### src/rtl/trace_pkg.sv
// Shared types for the retirement trace encoder: record layout, type codes,
// per-type word counts and serializer states.
package trace_pkg;

    localparam int unsigned DATA_W = 16;
    localparam int unsigned RD_W   = 4;

    typedef enum logic [2:0] {
        T_NOP   = 3'd0,
        T_REG   = 3'd1,
        T_LOAD  = 3'd2,
        T_STORE = 3'd3,
        T_HALT  = 3'd4
    } rec_type_e;

    typedef struct packed {
        rec_type_e         rtype;
        logic [RD_W-1:0]   rd;
        logic [DATA_W-1:0] inum;
        logic [DATA_W-1:0] pc;
        logic [DATA_W-1:0] d0;
        logic [DATA_W-1:0] d1;
    } trace_rec_t;

    typedef enum logic [2:0] {
        S_IDLE,
        S_HDR,
        S_INUM,
        S_PC,
        S_D0,
        S_D1,
        S_DONE
    } ser_state_e;

    function automatic logic [2:0] rec_len(input rec_type_e t);
        case (t)
            T_REG:   rec_len = 3'd4;
            T_LOAD:  rec_len = 3'd5;
            T_STORE: rec_len = 3'd5;
            T_HALT:  rec_len = 3'd4;
            default: rec_len = 3'd3;
        endcase
    endfunction

    function automatic logic [DATA_W-1:0] hdr_word(input trace_rec_t r);
        hdr_word = {r.rtype, r.rd, 9'b0};
    endfunction

endpackage

### src/rtl/trace_fifo.sv
// Synchronous FIFO of whole trace records with show-ahead head output.
module trace_fifo
    import trace_pkg::*;
#(
    parameter int unsigned FIFO_DEPTH = 4
) (
    input  logic       clk,
    input  logic       rst_n,
    input  logic       i_push,
    input  trace_rec_t i_rec,
    input  logic       i_pop,
    output trace_rec_t o_head_c,
    output logic       o_full_c,
    output logic       o_empty_c
);

    localparam int unsigned AW = (FIFO_DEPTH > 1) ? $clog2(FIFO_DEPTH) : 1;
    localparam int unsigned CW = AW + 1;

    trace_rec_t       r_mem [FIFO_DEPTH];
    logic [AW-1:0]    r_wptr;
    logic [AW-1:0]    r_rptr;
    logic [CW-1:0]    r_count;
    logic             w_push;
    logic             w_pop;

    assign o_full_c  = (r_count == CW'(FIFO_DEPTH));
    assign o_empty_c = (r_count == '0);
    assign w_push    = i_push & ~o_full_c;
    assign w_pop     = i_pop & ~o_empty_c;
    assign o_head_c  = r_mem[r_rptr];

    always_ff @(posedge clk) begin
        if (!rst_n) begin
            r_wptr  <= '0;
            r_rptr  <= '0;
            r_count <= '0;
        end else begin
            if (w_push) r_wptr <= r_wptr + AW'(1);
            if (w_pop)  r_rptr <= r_rptr + AW'(1);
            case ({w_push, w_pop})
                2'b10:   r_count <= r_count + CW'(1);
                2'b01:   r_count <= r_count - CW'(1);
                default: r_count <= r_count;
            endcase
        end
    end

    // Storage carries no reset; validity is tracked by the pointers.
    always_ff @(posedge clk) begin
        if (w_push) r_mem[r_wptr] <= i_rec;
    end

endmodule

### src/rtl/retire_trace_encoder.sv
// Commit classifier, instruction/cycle stamping and 16-bit word serializer
// feeding a valid/ready trace stream.
module retire_trace_encoder
    import trace_pkg::*;
#(
    parameter int unsigned FIFO_DEPTH = 4
) (
    input  logic        clk,
    input  logic        rst_n,
    input  logic        commit_valid,
    input  logic [15:0] pc,
    input  logic        regw,
    input  logic [3:0]  rd,
    input  logic [15:0] dst_data,
    input  logic        memr,
    input  logic        memw,
    input  logic [15:0] mem_addr,
    input  logic [15:0] mem_wdata,
    input  logic        hlt,
    output logic        out_valid,
    output logic [15:0] out_data,
    output logic        out_last,
    input  logic        out_ready,
    output logic        overflow,
    output logic        trace_done
);

    logic [15:0] r_inum;
    logic [15:0] r_cyc;
    logic        r_overflow;
    logic        r_halted;
    ser_state_e  r_state;
    trace_rec_t  r_rec;
    logic        r_out_valid;
    logic [15:0] r_out_data;
    logic        r_out_last;
    logic        r_trace_done;

    trace_rec_t  w_rec;
    trace_rec_t  w_head;
    logic        w_full;
    logic        w_empty;
    logic        w_take;
    logic        w_push;
    logic        w_pop;
    logic        w_fire;
    logic        w_rec_end;
    ser_state_e  w_nxt_state;
    logic        w_nxt_valid;
    logic [15:0] w_nxt_data;
    logic        w_nxt_last;

    assign out_valid  = r_out_valid;
    assign out_data   = r_out_data;
    assign out_last   = r_out_last;
    assign overflow   = r_overflow;
    assign trace_done = r_trace_done;

    // Once the halt record is queued the commit stream is closed.
    assign w_take = commit_valid & ~r_halted;
    assign w_push = w_take & ~w_full;
    assign w_fire = r_out_valid & out_ready;

    // Commit classification, priority LOAD > REG > HALT > STORE > NOP.
    always_comb begin
        w_rec      = '0;
        w_rec.inum = r_inum;
        w_rec.pc   = pc;
        if (regw && memr) begin
            w_rec.rtype = T_LOAD;
            w_rec.rd    = rd;
            w_rec.d0    = dst_data;
            w_rec.d1    = mem_addr;
        end else if (regw) begin
            w_rec.rtype = T_REG;
            w_rec.rd    = rd;
            w_rec.d0    = dst_data;
        end else if (hlt) begin
            w_rec.rtype = T_HALT;
            w_rec.d0    = r_cyc;
        end else if (memw) begin
            w_rec.rtype = T_STORE;
            w_rec.d0    = mem_addr;
            w_rec.d1    = mem_wdata;
        end
    end

    trace_fifo #(.FIFO_DEPTH(FIFO_DEPTH)) u_fifo (
        .clk       (clk),
        .rst_n     (rst_n),
        .i_push    (w_push),
        .i_rec     (w_rec),
        .i_pop     (w_pop),
        .o_head_c  (w_head),
        .o_full_c  (w_full),
        .o_empty_c (w_empty)
    );

    // Serializer: each state presents one word; record end chains straight
    // into the next queued record so back-to-back records have no bubble.
    always_comb begin
        w_nxt_state = r_state;
        w_nxt_valid = r_out_valid;
        w_nxt_data  = r_out_data;
        w_nxt_last  = r_out_last;
        w_pop       = 1'b0;
        w_rec_end   = 1'b0;
        case (r_state)
            S_IDLE: w_rec_end = 1'b1;
            S_HDR: if (w_fire) begin
                w_nxt_state = S_INUM;
                w_nxt_data  = r_rec.inum;
            end
            S_INUM: if (w_fire) begin
                w_nxt_state = S_PC;
                w_nxt_data  = r_rec.pc;
                w_nxt_last  = (rec_len(r_rec.rtype) == 3'd3);
            end
            S_PC: if (w_fire) begin
                if (r_out_last) begin
                    w_rec_end = 1'b1;
                end else begin
                    w_nxt_state = S_D0;
                    w_nxt_data  = r_rec.d0;
                    w_nxt_last  = (rec_len(r_rec.rtype) == 3'd4);
                end
            end
            S_D0: if (w_fire) begin
                if (r_out_last) begin
                    w_rec_end = 1'b1;
                end else begin
                    w_nxt_state = S_D1;
                    w_nxt_data  = r_rec.d1;
                    w_nxt_last  = 1'b1;
                end
            end
            S_D1: if (w_fire) w_rec_end = 1'b1;
            S_DONE: begin
                w_nxt_valid = 1'b0;
                w_nxt_last  = 1'b0;
            end
            default: w_nxt_state = S_IDLE;
        endcase
        if (w_rec_end) begin
            w_nxt_state = S_IDLE;
            w_nxt_valid = 1'b0;
            w_nxt_data  = '0;
            w_nxt_last  = 1'b0;
            if (r_state != S_IDLE && r_rec.rtype == T_HALT) begin
                w_nxt_state = S_DONE;
            end else if (!w_empty) begin
                w_pop       = 1'b1;
                w_nxt_state = S_HDR;
                w_nxt_valid = 1'b1;
                w_nxt_data  = hdr_word(w_head);
            end
        end
    end

    always_ff @(posedge clk) begin
        if (!rst_n) begin
            r_state      <= S_IDLE;
            r_out_valid  <= 1'b0;
            r_out_data   <= '0;
            r_out_last   <= 1'b0;
            r_trace_done <= 1'b0;
            r_rec        <= '0;
        end else begin
            r_state      <= w_nxt_state;
            r_out_valid  <= w_nxt_valid;
            r_out_data   <= w_nxt_data;
            r_out_last   <= w_nxt_last;
            r_trace_done <= (w_nxt_state == S_DONE);
            if (w_pop) r_rec <= w_head;
        end
    end

    always_ff @(posedge clk) begin
        if (!rst_n) begin
            r_inum     <= '0;
            r_cyc      <= '0;
            r_overflow <= 1'b0;
            r_halted   <= 1'b0;
        end else begin
            r_cyc <= r_cyc + 16'd1;
            if (w_take) r_inum <= r_inum + 16'd1;
            if (w_take && w_full) r_overflow <= 1'b1;
            if (w_push && w_rec.rtype == T_HALT) r_halted <= 1'b1;
        end
    end

endmodule

### config.mk
export PLATFORM = sky130hd
export DESIGN_NAME = retire_trace_encoder
export DESIGN_NICKNAME = d
export VERILOG_FILES = /design/src/rtl/trace_pkg.sv /design/src/rtl/trace_fifo.sv /design/src/rtl/retire_trace_encoder.sv
export SDC_FILE = /design/constraint.sdc
export NUM_CORES = 1
export LEC_CHECK = 0
export BUFFER_PORTS_ARGS = -buffer_cell sky130_fd_sc_hd__buf_2
export CORE_MARGIN = 5
export CORE_UTILIZATION = 65
export CTS_BUF_LIST = sky130_fd_sc_hd__clkbuf_8
export DETAILED_ROUTE_END_ITERATION = 16
export PLACE_DENSITY = 0.92
export SYNTH_ARGS = -nofsm -noshare
export SYNTH_HDL_FRONTEND = slang
export SYNTH_SLANG_ARGS = --single-unit
### constraint.sdc
create_clock -name clk -period 9 [get_ports clk]
set_input_delay 0.45 -clock clk [delete_from_list [all_inputs] [get_ports clk]]
set_output_delay 0.45 -clock clk [all_outputs]
set_load 0.005 [all_outputs]
==> summary.md, run 1 <==
| Metric | Value |
|---|---|
| Max Cap Violations | `0` |
| Detailed placement HPWL | `23,600 um` |
| Area growth syn-to-layout | `11.4%` |
| I/O Buffers | `95` |
| Synth Area in XOR/XNOR | `1.58%` |
| Worst-path clk slew | `approximately 0.06 ns` |
| Async set or reset register ratio after synthesis | `0%` |
| Sink Count | `between 400 and 500` |
| Mapped Area | `about 17,000 um2` |
| Synth Register Bits | `416` |
| Crit. End Element | `flip-flop` |
| Synth Warn # | `0` |
| Post-synthesis mux area share | `a little over a tenth` |
| CTS tree | `done` |
| DRT Pass-1 Iters | `7` |
| Post-synth EDFFs | `~280` |
| RePlAce Congestion | `0.882` |
| Top_reg_cell synth | `edfxtp_1` |
| Critical path origin | `r_state[1]` |
| Peak Freq | `about 0.34 GHz` |
| CP Class | `flip-flop to flip-flop` |
| Critical path required time | `between 9 and 10 ns` |
| Number of I/O pins | `96` |
| Tightest Pin Transition | `about 1.3 ns` |
| Core Util, Final | `about three quarters` |
| Startpoint class of the critical path | `flip-flop` |
| Yosys cell types | `between 50 and 60` |
| Wire per inst | `between 20 and 25 um` |
| Mapped Cells | `1,140` |
| DR iter-0 viols | `between 1,000 and 1,500` |
| Resized cells post-CTS | `0` |
| Largest family of logic cells by synthesized area | `multiplexers` |
| WL final | `approximately 38,000 um` |
| RSZ-0062 raised after global routing | `no` |
| Routed Antenna Nets | `0` |
| DR vias | `a little over 10,000` |
| Syn Area/Cell | `between 10 and 15 um2` |
| Net Count, Synth | `between 1,000 and 1,500` |
| Final worst setup slack | `between 6 and 7 ns` |
| Routed vias/inst | `around 6.4` |
| Antenna cells | `0` |
| Simple-Gate Fraction of Synth Area | `8.79%` |
| HP Class | `input port to flip-flop` |
| Synth Area in Adders | `less than 1%` |
| Minimum clock period | `~2.9 ns` |
| Tcrit/Tclk final | `32.7%` |
| Clock Path Buffers | `3` |
| Cell Area, Placed | `between 15,000 and 20,000 um2` |
| Largest net degree at the start of global routing | `between 100 and 150` |
| Place WS | `between 5 and 6 ns` |
| Initial antenna violation count | `0` |
| Compound-Gate Fraction of Synth Area | `8.79%` |
| Status | `finished, final reports clean` |
| Vias in the first global route | `approximately 10,000` |
| Die area | `28,800 um2` |
| CTS Buf Count | `between 60 and 70` |
| Max Clock Skew | `about 0.034 ns` |
| First-pass GRT wire length | `58,400 um` |
| Total negative slack | `0 ns` |
| Fin. max-slew vios | `0` |
| Die Y | `roughly 170 um` |
| Clk_lat worst skew | `a little over 0.6 ns` |
| Gr ovfl total | `0` |
| Initial Util | `~66%` |
| RR Startpoint | `r_state[1]` |
| Pwr dens | `approximately 300 nW/um2` |
| Gr usage total | `a little over a quarter` |
| Root buf cell | `clkbuf_8` |
| Pleak | `around 6.4 nW` |
| CTS Hold Bufs | `0` |
| Finish-stage setup viols | `0` |
| VDD IR max | `about 0.25 mV` |
| Hold slack | `~0.077 ns` |
| Remaining DRCs | `0` |
| Crit path DAT | `3.43 ns` |
| Final Hold Viols | `0` |
| Worst-path fanout max | `23` |
| Design area | `18,500 um2` |
| Nets | `approximately 1,300` |
| Core footprint | `~25,000 um2` |
| CTS H-tree depth | `2` |
| Min-delay src | `pc[15]` |
| Relative slew slack | `13.6%` |
| Die width | `between 150 and 200 um` |
| Layout cell share with drive strength beyond 1 | `~22%` |
| Post-CTS setup buffer count | `0` |
| # rows | `58` |
| Register area share after synthesis | `between 60% and 70%` |
## cell type report
type,instances,area [um2]
sequential,416,11200
inverter,11,41.3
timing repair buffer,102,528
tap,330,413
clock inverter,41,203
fill,1463,6690
clock buffer,75,1030
multi-input combinational,641,5100
## power by group
part           internal [mW]  switching (mW)  total, mW
clock network          0.783           0.703       1.49
logic                  0.552           0.861       1.41
registers               2.37           0.207       2.57
## routing by layer
metal	up-vias	share of wire [%]	track usage [%]
met4	0	4.4	11.5
met3	107	10	5.71
li1	4471	-	-
met1	5090	37	35.9
met2	640	48	42.6
met5	-	0	0
## synth_stat cells (13+ instances only)
cell type	instances	area share, %
mux2i_1	20	1.2
o21ai_0	32	0.96
mux4_2	71	9.6
edfxtp_1	284	51
a21boi_0	76	3.4
dfxtp_1	132	16
nand2_1	175	4.0
a22o_1	16	0.84
xnor2_1	25	1.3
buf_2	25	0.75
nor2b_1	13	0.49
and2_1	43	1.6
clkbuf_1	47	1.1
nor2_1	35	0.79
a22oi_1	16	0.72
## flip-flops by register name (all words and copies together) (netlist names), named ones only
register,count
u_fifo.r_mem,284
r_rec,67
out_data,16
r_cyc,16
r_inum,16
r_state,3
u_fifo.r_count,3
u_fifo.r_rptr,2
u_fifo.r_wptr,2
out_last,1
out_valid,1
overflow,1
r_halted,1
trace_done,1
## metrics by stage
step	power [mW]	cells
finish	5.47	1616
floorplan	3.55	1140
global route	5.72	1616
global placement	3.90	1500
detailed placement	3.98	1500
CTS	5.47	1616
## critical path: stages, from the launching register on
cell,delay [ns]
dfxtp_1,0.85
nor2b_1,0.17
a31o_1,0.32
nor2_1,0.87
nand2_1,0.32
a211oi_1,0.30
## layout by cell type, fill, tap and decap left out, drive strengths merged, types with 13 or more instances in the layout
cell type	Yosys	final
a21boi	78	78
a21oi	13	13
a22o	16	16
a22oi	16	16
and2	43	43
buf	25	102
clkbuf	47	75
clkinv	0	22
dfxtp	132	132
edfxtp	284	284
inv	11	27
mux2i	20	20
mux4	71	71
nand2	175	175
nor2	35	35
nor2b	13	13
o21ai	33	33
xnor2	25	25
## kinds of logic after synthesis
logic type,count (synthesis)
AOI/OAI and AO/OA,200
xor gates and xnor gates,30
adders and majority gates,8
buffers and inverters,83
DFF,416
muxes,91
and+or+nand+nor,312
## final timing paths
path,endpoint,slack (ns),cells after the start
worst max register to register,out_data[2],6.06,5
worst max-delay path,out_data[2],6.06,5
worst min register to register,out_data[7],0.47,2
worst min-delay path,u_fifo.r_mem[3][47],0.08,1
No activity file was read; power rests on OpenSTA's default activity.
==> run 2: changes to the inputs <==
--- a/config.mk
+++ b/config.mk
@@ -5,12 +5,13 @@
 export SDC_FILE = /design/constraint.sdc
 export NUM_CORES = 1
 export LEC_CHECK = 0
+export ABC_AREA = 1
 export BUFFER_PORTS_ARGS = -buffer_cell sky130_fd_sc_hd__buf_2
 export CORE_MARGIN = 5
-export CORE_UTILIZATION = 65
+export CORE_UTILIZATION = 63
 export CTS_BUF_LIST = sky130_fd_sc_hd__clkbuf_8
 export DETAILED_ROUTE_END_ITERATION = 16
-export PLACE_DENSITY = 0.92
+export PLACE_DENSITY = 0.9
 export SYNTH_ARGS = -nofsm -noshare
 export SYNTH_HDL_FRONTEND = slang
 export SYNTH_SLANG_ARGS = --single-unit
==> constraint.sdc (replaced) <==
create_clock -name clk -period 2.77 [get_ports clk]
set_input_delay 0.1385 -clock clk [delete_from_list [all_inputs] [get_ports clk]]
set_output_delay 0.1385 -clock clk [all_outputs]
set_load 0.005 [all_outputs]
==> run 2 against run 1 <==
Effect of this change:
- critical path depth grew 4
- combinational power increased to 4.0 times the previous value
- critical endpoint is now r_rec[2]
- die area rose by 4.6%
- highest routed layer unchanged
- worst hold slack worse by 0.047 ns
- total power rose to 3.4 times the previous value
- setup slack worse by 5.8 ns
- flip-flop and latch count is the same
- clock power grew to 3.4 times the previous value
- fmax increased by 16%
- area after synthesis up 1.7%
==> summary.md, run 2 <==
| Metric | Value |
|---|---|
| Resized cells post-CTS | `0 (unchanged)` |
| Final Hold Viols | `0 (unchanged)` |
| Initial antenna violation count | `0 (unchanged)` |
| # rows | `60 (+3.4%)` |
| Detailed placement HPWL | `25,200 um (+6.6%)` |
| First-pass GRT wire length | `65,300 um (+12%)` |
| Clock Path Buffers | `3 (unchanged)` |
| Combinational fraction of design power | `29.7% (+3.9 points)` |
| CP Class | `flip-flop to flip-flop` |
| Placed cells | `1,998 (+33%)` |
| Core footprint | `26,700 um2 (+5.8%)` |
| Yosys cell types | `38 (-30%)` |
| Die Y | `174 um (+2.3%)` |
| Net Count, Synth | `1,712 (+40%)` |
| Top Registers | `u_fifo.r_mem (284), r_rec (67)` |
| Initial Util | `63.4% (-2.6 points)` |
| Gr ovfl total | `0 (unchanged)` |
| R2r endpoint | `r_rec[2]` |
| Final worst setup slack | `0.224 ns (-5.83 ns)` |
| Largest Register | `u_fifo.r_mem` |
| VDD IR max | `0.820 mV (+230%)` |
| Commonest cells in the netlist | `285 x nor2_1, 284 x edfxtp_1, 247 x o21ai_0` |
| Remaining DRCs | `0 (unchanged)` |
| Async set or reset register ratio after synthesis | `0% (unchanged)` |
| Pleak | `7.27 nW (+14%)` |
| Synth Register Bits | `416 (unchanged)` |
| Tcrit/Tclk final | `91.9% (+59 points)` |
| Crit. End Element | `flip-flop` |
| Finish-stage setup viols | `0 (unchanged)` |
| Most frequent cells in the layout | `284 x edfxtp_1, 281 x nor2_1, 247 x o21ai_0` |
| CP Buf/Inv Count | `1 (+1)` |
| Syn Area/Cell | `10.4 um2 (-29%)` |
| Max FFs per register | `284 (unchanged)` |
| Post-synth EDFFs | `284 (unchanged)` |
| CP most frequent cell | `nand2_4` |
| P_int | `12.1 mW (+230%)` |
| I/O Buffers | `95 (unchanged)` |
| Worst-path cell chain | `nor2_4 -> nand2_4 -> nand2_4 -> nand2_2 -> nand3_4 -> nand2_4 -> buf_4 -> o21ai_0 -> a21oi_1` |
| Flop pwr share | `43.0% (-4.0 points)` |
| Min-delay src | `dst_data[10]` |
| CTS H-tree depth | `2 (unchanged)` |
| Crit path DAT | `3.07 ns (-0.36 ns)` |
| Slowest-stage cell, CP | `buf_4` |
| R2r setup slk | `0.22 ns (-5.83 ns)` |
| Die width | `174 um (+2.3%)` |
| Minimum clock period | `2.55 ns (-0.397 ns)` |
| Post-CTS setup buffer count | `0 (unchanged)` |
| Psw | `6.63 mW (+270%)` |
| Vias in the first global route | `12,700 (+23%)` |
| Wire per inst | `19.2 um (-19%)` |
| FF-to-FF path depth | `9 (+4)` |
| Number of I/O pins | `96 (unchanged)` |
| WL final | `41,500 um (+8.9%)` |
| Root buf cell | `clkbuf_8` |
| Die area | `30,200 um2 (+4.6%)` |
| Area growth syn-to-layout | `15.1%` |
| DRT Pass-1 Iters | `10 (+3)` |
| Switching share of power | `35.3% (+3.0 points)` |
| Hold EP | `u_fifo.r_mem[2][26]` |
| Fin. max-slew vios | `0 (unchanged)` |
| Nets | `1,851 (+41%)` |
| Worst-path fanout max | `106 (+360%)` |
| Mapped Area | `16,900 um2 (+1.7%)` |
| CTS Buf Count | `61 (unchanged)` |
| Critical path required time | `3.29 ns (-6.20 ns)` |
| Largest net degree at the start of global routing | `125 (-1.6%)` |
| Commonest non-fill, non-tap cell in the layout | `edfxtp_1` |
| RePlAce Congestion | `0.927 (+5.1%)` |
| Layout Cells excl Fill | `2,160 (+34%)` |
| Clk_lat worst skew | `0.63 ns (+0.02 ns)` |
| HP Class | `input port to flip-flop` |
| Place WS | `0.372 ns (-5.52 ns)` |
| RR Startpoint | `r_state[0]` |
| Pwr dens | `965 nW/um2 (+230%)` |
| Slowest Stage Delay on Critical Path | `0.70 ns (-0.17 ns)` |
| Synth top area share | `50.5% (-0.86 points)` |
| Top_reg_cell synth | `edfxtp_1` |
| Synth area leaders | `edfxtp_1 51%, dfxtp_1 16%, o21ai_0 7.3%, nor2_1 6.3%, nand2_1 4.1%` |
| Max Cap Violations | `0 (unchanged)` |
| Cell taking the most area after synthesis | `edfxtp_1` |
| Critical path origin | `r_state[0]` |
| DR vias | `12,900 (+25%)` |
| Register area share after synthesis | `66.2% (-1.1 points)` |
| Synth Warn # | `0 (unchanged)` |
| Count leader, synth | `nor2_1` |
| RSZ-0062 raised after global routing | `no` |
| Worst-path clk slew | `0.07 ns (about the same)` |
| Gr usage total | `27.0% (+0.45 points)` |
| Mapped Cells | `1,628 (+43%)` |
| CP top delay family | `buffers and inverters` |
| DR iter-0 viols | `1,734 (+43%)` |
| Peak Freq | `0.393 GHz (+16%)` |
| Tightest Pin Transition | `1.04 ns (-0.251 ns)` |
| Relative slew slack | `30.3% (+17 points)` |
| Layout cell share with drive strength beyond 1 | `12.7% (-8.8 points)` |
| Routed vias/inst | `5.97 (-6.5%)` |
| Max Clock Skew | `0.0389 ns (+0.00520 ns)` |
| Startpoint class of the critical path | `flip-flop` |
| Status | `finished, final reports clean` |
| CTS tree | `done` |
| Routed Antenna Nets | `0 (unchanged)` |
| Sink Count | `416 (unchanged)` |
| Hold Crit Depth | `3 (+2)` |
| Clk pwr share | `27.3% (+0.2 points)` |
## run 2: cell count changes after synthesis, sizes merged, moves of 15 or more
| cell | before | now |
|---|---|---|
| nor2 | 35 | 288 |
| o21ai | 33 | 255 |
| inv | 11 | 131 |
| a21oi | 13 | 104 |
| a21boi | 78 | 0 |
| mux4 | 71 | 0 |
| o22ai | 0 | 47 |
| and2 | 43 | 0 |
| xnor2 | 25 | 0 |
| nand3 | 8 | 28 |
| a22o | 16 | 0 |
| a22oi | 16 | 1 |
| buf | 25 | 40 |
## run 2: area by class of cell
cell class / instances / area [um2]
antenna: 1 / 2.50
clock buffer: 75 / 1030
clock inverter: 39 / 274
fill: 1593 / 7210
inverter: 131 / 493
multi-input combinational: 993 / 4830
sequential: 416 / 11200
tap: 341 / 427
timing repair buffer: 164 / 1200
## run 2: cells by family (layout without fill, tap and decap cells)
family / count (synthesis) / after routing / share of synthesized area (%)
adder cells (fa/ha/maj): 8 / 8 / 0.637
XOR/XNOR: 3 / 3 / 0.156
buffers and inverters: 219 / 409 / 5.39
multiplexers: 23 / 23 / 1.36
AO/OA/AOI/OAI: 431 / 431 / 13.6
other: 0 / 1 / 0
AND/OR/NAND/NOR: 528 / 528 / 12.7
flip-flops: 416 / 416 / 66.2
## run 2: repair_timing
| action | CTS | global route |
|---|---|---|
| hold endpoints to repair | 181 | 0 |
| hold buffers | 47 | 0 |
| endpoints found under the setup margin | 0 | 0 |
## run 2: worst max path at each step
stage,to,cells after the start
final,r_rec[2],9
after floorplan,u_fifo.r_mem[0][0],5
after global routing,r_rec[20],9
after CTS,u_fifo.r_count[2],13
after global placement,u_fifo.r_count[2],13
after detailed placement,r_rec[20],9
## run 2: routing by layer
layer,up-vias,global-route usage (%),share of wire [%]
met5,-,0,0
met4,0,10.1,3.4
met3,131,6.24,10
met2,770,45.7,49
met1,6061,34.4,37
li1,5925,-,-
## run 2: per-stage QoR
step / util (%) / hold slack, ns / cell area [um2] / TNS [ns] / power, mW
finish: 72.9 / 0.0299 / 19400 / 0 / 18.8
global route: 72.9 / 0.0321 / 19400 / 0 / 19.8
CTS: 72.9 / 0.0119 / 19400 / 0 / 18.7
detailed placement: 66.3 / 0.357 / 17700 / 0 / 13.5
global placement: 66.3 / 0.349 / 17700 / 0 / 13.3
floorplan: - / 0.237 / 16900 / -119.09 / 12.1
## run 2: worst reg2reg max path, cell delays in order, from the launching register on
cell	delay, ns
dfxtp_1	0.58
nor2_4	0.08
nand2_4	0.20
nand2_4	0.12
nand2_2	0.10
nand3_4	0.08
nand2_4	0.07
buf_4	0.70
o21ai_0	0.34
a21oi_1	0.22
## run 2: power groups by stage
| stage | clock [mW] | sequential (mW) | combinational [mW] |
|---|---|---|---|
| 2_1_floorplan | 0 | 8.07 | 4.02 |
| 4_1_cts | 5.15 | 8.06 | 5.48 |
| 3_3_place_gp | 0 | 8.12 | 5.13 |
| 5_1_grt | 5.45 | 8.15 | 6.19 |
| 3_5_place_dp | 0 | 8.18 | 5.35 |
| 6_report | 5.12 | 8.08 | 5.57 |
